[src/rtl/combination_lock_pkg.sv]
// Shared types and constants for the 0-1-0-1-1 combination lock.
// Optional auto-relock is enabled by defining COMBINATION_LOCK_RELOCK_EN.
package combination_lock_pkg;

    localparam int CODE_LEN = 5;

    // First digit of the code is in the MSB.
    localparam logic [CODE_LEN-1:0] CODE = 5'b01011;

    localparam int TIMER_W = 16;

    typedef enum logic [2:0] {
        S0   = 3'd0,
        S1   = 3'd1,
        S2   = 3'd2,
        S3   = 3'd3,
        S4   = 3'd4,
        OPEN = 3'd5
    } state_t;

    typedef enum logic [1:0] {
        D0   = 2'd0,
        D1   = 2'd1,
        IDLE = 2'd2,
        BAD  = 2'd3
    } event_t;

    function automatic event_t classify(input logic zero, input logic one);
        event_t ev;
        case ({zero, one})
            2'b10:   ev = D0;
            2'b01:   ev = D1;
            2'b00:   ev = IDLE;
            default: ev = BAD;
        endcase
        return ev;
    endfunction

    // Digit the code expects after 'matched' digits have already been accepted.
    function automatic logic code_digit(input logic [2:0] matched);
        logic [CODE_LEN-1:0] code_v;
        logic digit;
        code_v = CODE;
        digit  = 1'b0;
        for (int i = 0; i < CODE_LEN; i++) begin
            if (matched == 3'(i)) digit = code_v[CODE_LEN-1-i];
        end
        return digit;
    endfunction

endpackage

[src/rtl/combination_lock_relock_timer.sv]
// Idle counter that signals when OPEN has been idle for RELOCK_CYCLES cycles.
// Built only when COMBINATION_LOCK_RELOCK_EN is defined.
module combination_lock_relock_timer
    import combination_lock_pkg::*;
#(
    parameter int RELOCK_CYCLES = 16
) (
    input  logic clk,
    input  logic rst,
    input  logic running,
    input  logic idle,
    output logic expire
);

    localparam logic [TIMER_W-1:0] LAST = TIMER_W'(RELOCK_CYCLES - 1);

    logic [TIMER_W-1:0] count;

    // Expire on the idle edge that would make the count reach RELOCK_CYCLES.
    assign expire = running && idle && (count == LAST);

    // NOTE: sequential state uses non-blocking assignments so every register
    // samples pre-edge values regardless of block ordering.
    always_ff @(posedge clk or negedge rst) begin
        if (!rst) begin
            count <= '0;
        end else if (!running) begin
            count <= '0;
        end else if (idle && !expire) begin
            count <= count + 1'b1;
        end
    end

endmodule

[src/rtl/combination_lock.sv]
// Moore FSM detecting the serial code 0-1-0-1-1 with overlap-aware fallback.
// Define COMBINATION_LOCK_RELOCK_EN to relock OPEN after RELOCK_CYCLES idle cycles.
module combination_lock
    import combination_lock_pkg::*;
#(
    parameter int RELOCK_CYCLES = 16
) (
    input  logic clk,
    input  logic rst,
    input  logic zero,
    input  logic one,
    output logic unlock
);

    state_t state;
    state_t state_next;
    event_t ev;
    logic   relock;

    if (RELOCK_CYCLES < 1 || RELOCK_CYCLES > 65535) begin : g_bad_relock
        $error("RELOCK_CYCLES must be in 1..65535");
    end

    assign ev = classify(zero, one);

`ifdef COMBINATION_LOCK_RELOCK_EN
    combination_lock_relock_timer #(
        .RELOCK_CYCLES(RELOCK_CYCLES)
    ) u_relock_timer (
        .clk    (clk),
        .rst    (rst),
        .running(state == OPEN),
        .idle   (ev == IDLE),
        .expire (relock)
    );
`else
    assign relock = 1'b0;
`endif

    // On a wrong digit, fall back to the longest code prefix that is a
    // suffix of what has been entered.
    function automatic state_t fallback(input state_t s);
        state_t f;
        case (s)
            S1:      f = S1;
            S3:      f = S1;
            S4:      f = S3;
            default: f = S0;
        endcase
        return f;
    endfunction

    function automatic state_t advance(input state_t s);
        state_t a;
        case (s)
            S0:      a = S1;
            S1:      a = S2;
            S2:      a = S3;
            S3:      a = S4;
            S4:      a = OPEN;
            default: a = S0;
        endcase
        return a;
    endfunction

    function automatic logic is_valid(input state_t s);
        return s inside {S0, S1, S2, S3, S4, OPEN};
    endfunction

    always_comb begin
        // NOTE: default assignment first so no path leaves state_next
        // unassigned and infers a latch.
        state_next = S0;
        if (!is_valid(state) || relock) begin
            state_next = S0;
        end else begin
            case (ev)
                IDLE: state_next = state;
                BAD:  state_next = S0;
                default: begin
                    if (state == OPEN) begin
                        state_next = (ev == D0) ? S1 : S0;
                    end else if ((ev == D1) == code_digit(state)) begin
                        state_next = advance(state);
                    end else begin
                        state_next = fallback(state);
                    end
                end
            endcase
        end
    end

    // unlock is registered alongside the state so it is a clean Moore output.
    always_ff @(posedge clk or negedge rst) begin
        if (!rst) begin
            state  <= S0;
            unlock <= 1'b0;
        end else begin
            state  <= state_next;
            unlock <= (state_next == OPEN);
        end
    end

endmodule

[config.mk]
export PLATFORM = sky130hd
export DESIGN_NAME = combination_lock
export DESIGN_NICKNAME = d
export VERILOG_FILES = /design/src/rtl/combination_lock_pkg.sv /design/src/rtl/combination_lock_relock_timer.sv /design/src/rtl/combination_lock.sv
export SDC_FILE = /design/constraint.sdc
export NUM_CORES = 1
export LEC_CHECK = 0
export CAP_MARGIN = 20
export CORE_AREA = 2 2 39 41
export DETAILED_ROUTE_END_ITERATION = 10
export DIE_AREA = 0 0 41 43
export PLACE_DENSITY_LB_ADDON = 0.05
export SETUP_SLACK_MARGIN = 0.4
export SYNTH_ARGS = -nofsm -noshare
export SYNTH_HDL_FRONTEND = slang
export SYNTH_HIERARCHICAL = 1
export SYNTH_SLANG_ARGS = --single-unit
[constraint.sdc]
create_clock -name clk -period 1.25 [get_ports clk]
set_input_delay 0.375 -clock clk [delete_from_list [all_inputs] [get_ports clk]]
set_output_delay 0.375 -clock clk [all_outputs]
set_load 0.05 [all_outputs]
==> summary.txt <==
Status
  – Status: completed

GRT
  – Grt ovf: 0
  – First-pass GRT wire length: 1021 um
  – GRT Total Usage: 9.183%
  – Vias in the first global route: around 240
  – Initial antenna violation count: 0
  – Largest net degree at the start of global routing: 8

Cells and area
  – Inserted Diodes: 0
  – Layout Area Growth over Synthesis: 85.39%
  – Filler instances: about 140
  – Commonest non-fill, non-tap cell in the layout: buf_4
  – Final Net Count: 51
  – Post-Layout Cell Count: just under 60
  – Share of cells above drive strength 1: between 60% and 70%
  – Most frequent cells in the layout: buf_4, and2b_1, clkbuf_4, dfrtp_2

Drt
  – Drt drc: 0
  – Met3 Routed Length: around 30 um
  – Wire length on met1: about 250 um
  – Vias per inst: approximately 4.4
  – Vias: 256
  – Total Wirelength: around 640 um
  – DR WL/cell: about 11 um
  – DR iter-0 viols: 0
  – Drt first pass iters: 1
  – Met2 WL post-DR: 367 um
  – Highest Signal Layer: met3
  – ANT nets after route: 0

STA
  – Worst Skew: between 0.0001 and 0.00015 ns
  – Final hold slack: around 0.34 ns
  – Relative slew slack: ~87%
  – Final setup violation count: 0
  – Total negative setup slack: 0 ns
  – Max frequency: just under 900 MHz
  – Fin crit share: 91.67%
  – Slew @ Worst Pin: 0.2017 ns
  – Hold Vio Cnt, Final: 0
  – Post-route setup slack: roughly 0.10 ns
  – Final Max Tran Viols: 0
  – RSZ-0062 raised after global routing: true
  – Min cycle time layout: 1.146 ns

Synthesis
  – Sequential-to-total area share from yosys stat: a little over a third
  – Distinct cells, synth: 16
  – Ys Warns: 6
  – FF+latch count, synth: 4
  – Syn_area_per_cell: a little under 10 um^2
  – Cell area after synthesis: between 200 and 300 um^2
  – Mapped Nets: 35
  – Cells after synthesis: 28

Die
  – Core footprint: ~0.0014 mm^2
  – I/O Pins: 5
  – Die area: 0.001763 mm^2
  – Initial core utilization: 19.80%
  – Die Wd: between 40 and 50 um
  – Die outline height: approximately 43 um
  – Rows: 14

Placement
  – Routability congestion estimate from global placement: roughly 0.66
  – Placed Cells: 50
  – Dpl ws: -0.7385 ns
  – IO Port Bufs: 4
  – Post-DP HPWL: around 460 um

Clock network
  – Num CTS Buffers: 3
  – Clock buffer depth: 2
  – Worst-Skew Late Latency: approximately 0.23 ns
  – CTS root buffer: clkbuf_4
  – Hold_buf cts: 0
  – Clk slew on worst S/H paths: ~0.04 ns
  – CTS tree: built
  – Depth of the CTS H-tree: 1
  – Sink Count: 4

Critical path
  – Crit path kind: register to register
  – CP cell instances: and2b_1, nand4_1, a221oi_2
  – CP Launch Type: register
  – Worst Path Required: approximately 1.4 ns
  – Worst path max stage delay: between 0.4 and 0.5 ns
  – Critical Path Sink Type: register
  – Critical Path AT: 1.28 ns
  – Crit path max-delay cell type: dfrtp_2
  – CP Max Fanout: 7

Power
  – Reported leakage power: 0.2166 nW
  – PD cells: just over 800 mW/mm^2
  – Peak VDD IR: around 0.00044 V

Job
  – Max_cap viols: 0

Worst hold path
  – Worst hold path class: primary input to asynchronous set/reset pin
state kept, by name (all words and copies together), names as in the netlist:
name / flops
state: 3
unlock: 1
routing by layer:
layer / vias to the layer above / global-route usage, %
li1: 130 / -
met2: 4 / 11.88
met3: 0 / 2.094
met4: 0 / 10.00
met5: - / 0
met1: 122 / 11.11
final cells by class:
type,instances,area [um^2],share of cell area [%]
Clock buffer,3,22.52,4.433
Inverter,2,25.02,4.926
Multi-Input combinational cell,22,219.0,43.10
Sequential cell,4,103.9,20.44
Tap cell,16,20.02,3.941
Timing Repair Buffer,11,117.6,23.15
synthesized netlist by cell type:
cell type  n  area [um^2]
nand2_1    1        3.750
and2b_1    3        22.52
o21ai_1    2        10.01
nand2b_1   2        12.51
a32oi_1    2        17.52
and3b_1    1        8.760
nor2_1     1        3.750
nor2b_1    1        6.260
a21oi_1    2        10.01
nand4bb_1  1        11.26
nand4_1    1        6.260
dfrtp_1    4        100.1
ha_1       3        37.54
inv_1      2        7.510
a221oi_1   1        8.760
nor3b_1    1        7.510
cell families (layout without fill, tap and decap cells):
logic type               count (synthesis)  after routing  synth area share (%)
AO/OA/AOI/OAI                            7              7                 16.90
adder cells (fa/ha/maj)                  3              3                 13.70
buffers and inverters                    2             16                 2.741
flip-flops                               4              4                 36.53
AND/OR/NAND/NOR                         12             12                 30.14
power by group:
part,switching [W],total (W),internal [W],leakage [nW]
combinational,0.0000432,0.000107,0.0000640,0.153
clock,0.0000466,0.000154,0.000107,0.0138
sequential,0.0000114,0.000149,0.000138,0.0494
worst max-delay path, delay by kind of cell (launching register included):
family	cells	cell delay [ns]
and+or+nand+nor	2	0.37
AOI/OAI and AO/OA	1	0.26
DFF	1	0.43
through the flow:
stage | total power, W | util, % | area (um^2)
after global placement | 0.0002249 | 28.48 | 394.1
after global routing | 0.0004500 | 36.71 | 508.0
after floorplan | 0.0001913 | - | 309.0
after detailed placement | 0.0002262 | 28.48 | 394.1
final | 0.0004104 | 36.71 | 508.0
after CTS | 0.0004128 | 34.36 | 475.5
what timing repair did:
item / in CTS / in global routing
gates resized for setup: 23 / 2
buffers inserted: 1 / 4
setup endpoints to repair: 5 / 5
pin swaps: 8 / 4
worst paths after layout:
kind | startpoint | end | slack [ns] | cells after the start
min in group clk | state[1] | state[0] | 0.51 | 1
max reg2reg | state[2] | unlock | 0.10 | 3
max | state[2] | unlock | 0.10 | 3
min reg2reg | state[1] | state[0] | 0.51 | 1
min | rst | state[1] | 0.34 | 1
max in group asynchronous | rst | state[2] | 0.73 | 1
Power figures use the tool's default switching activity.
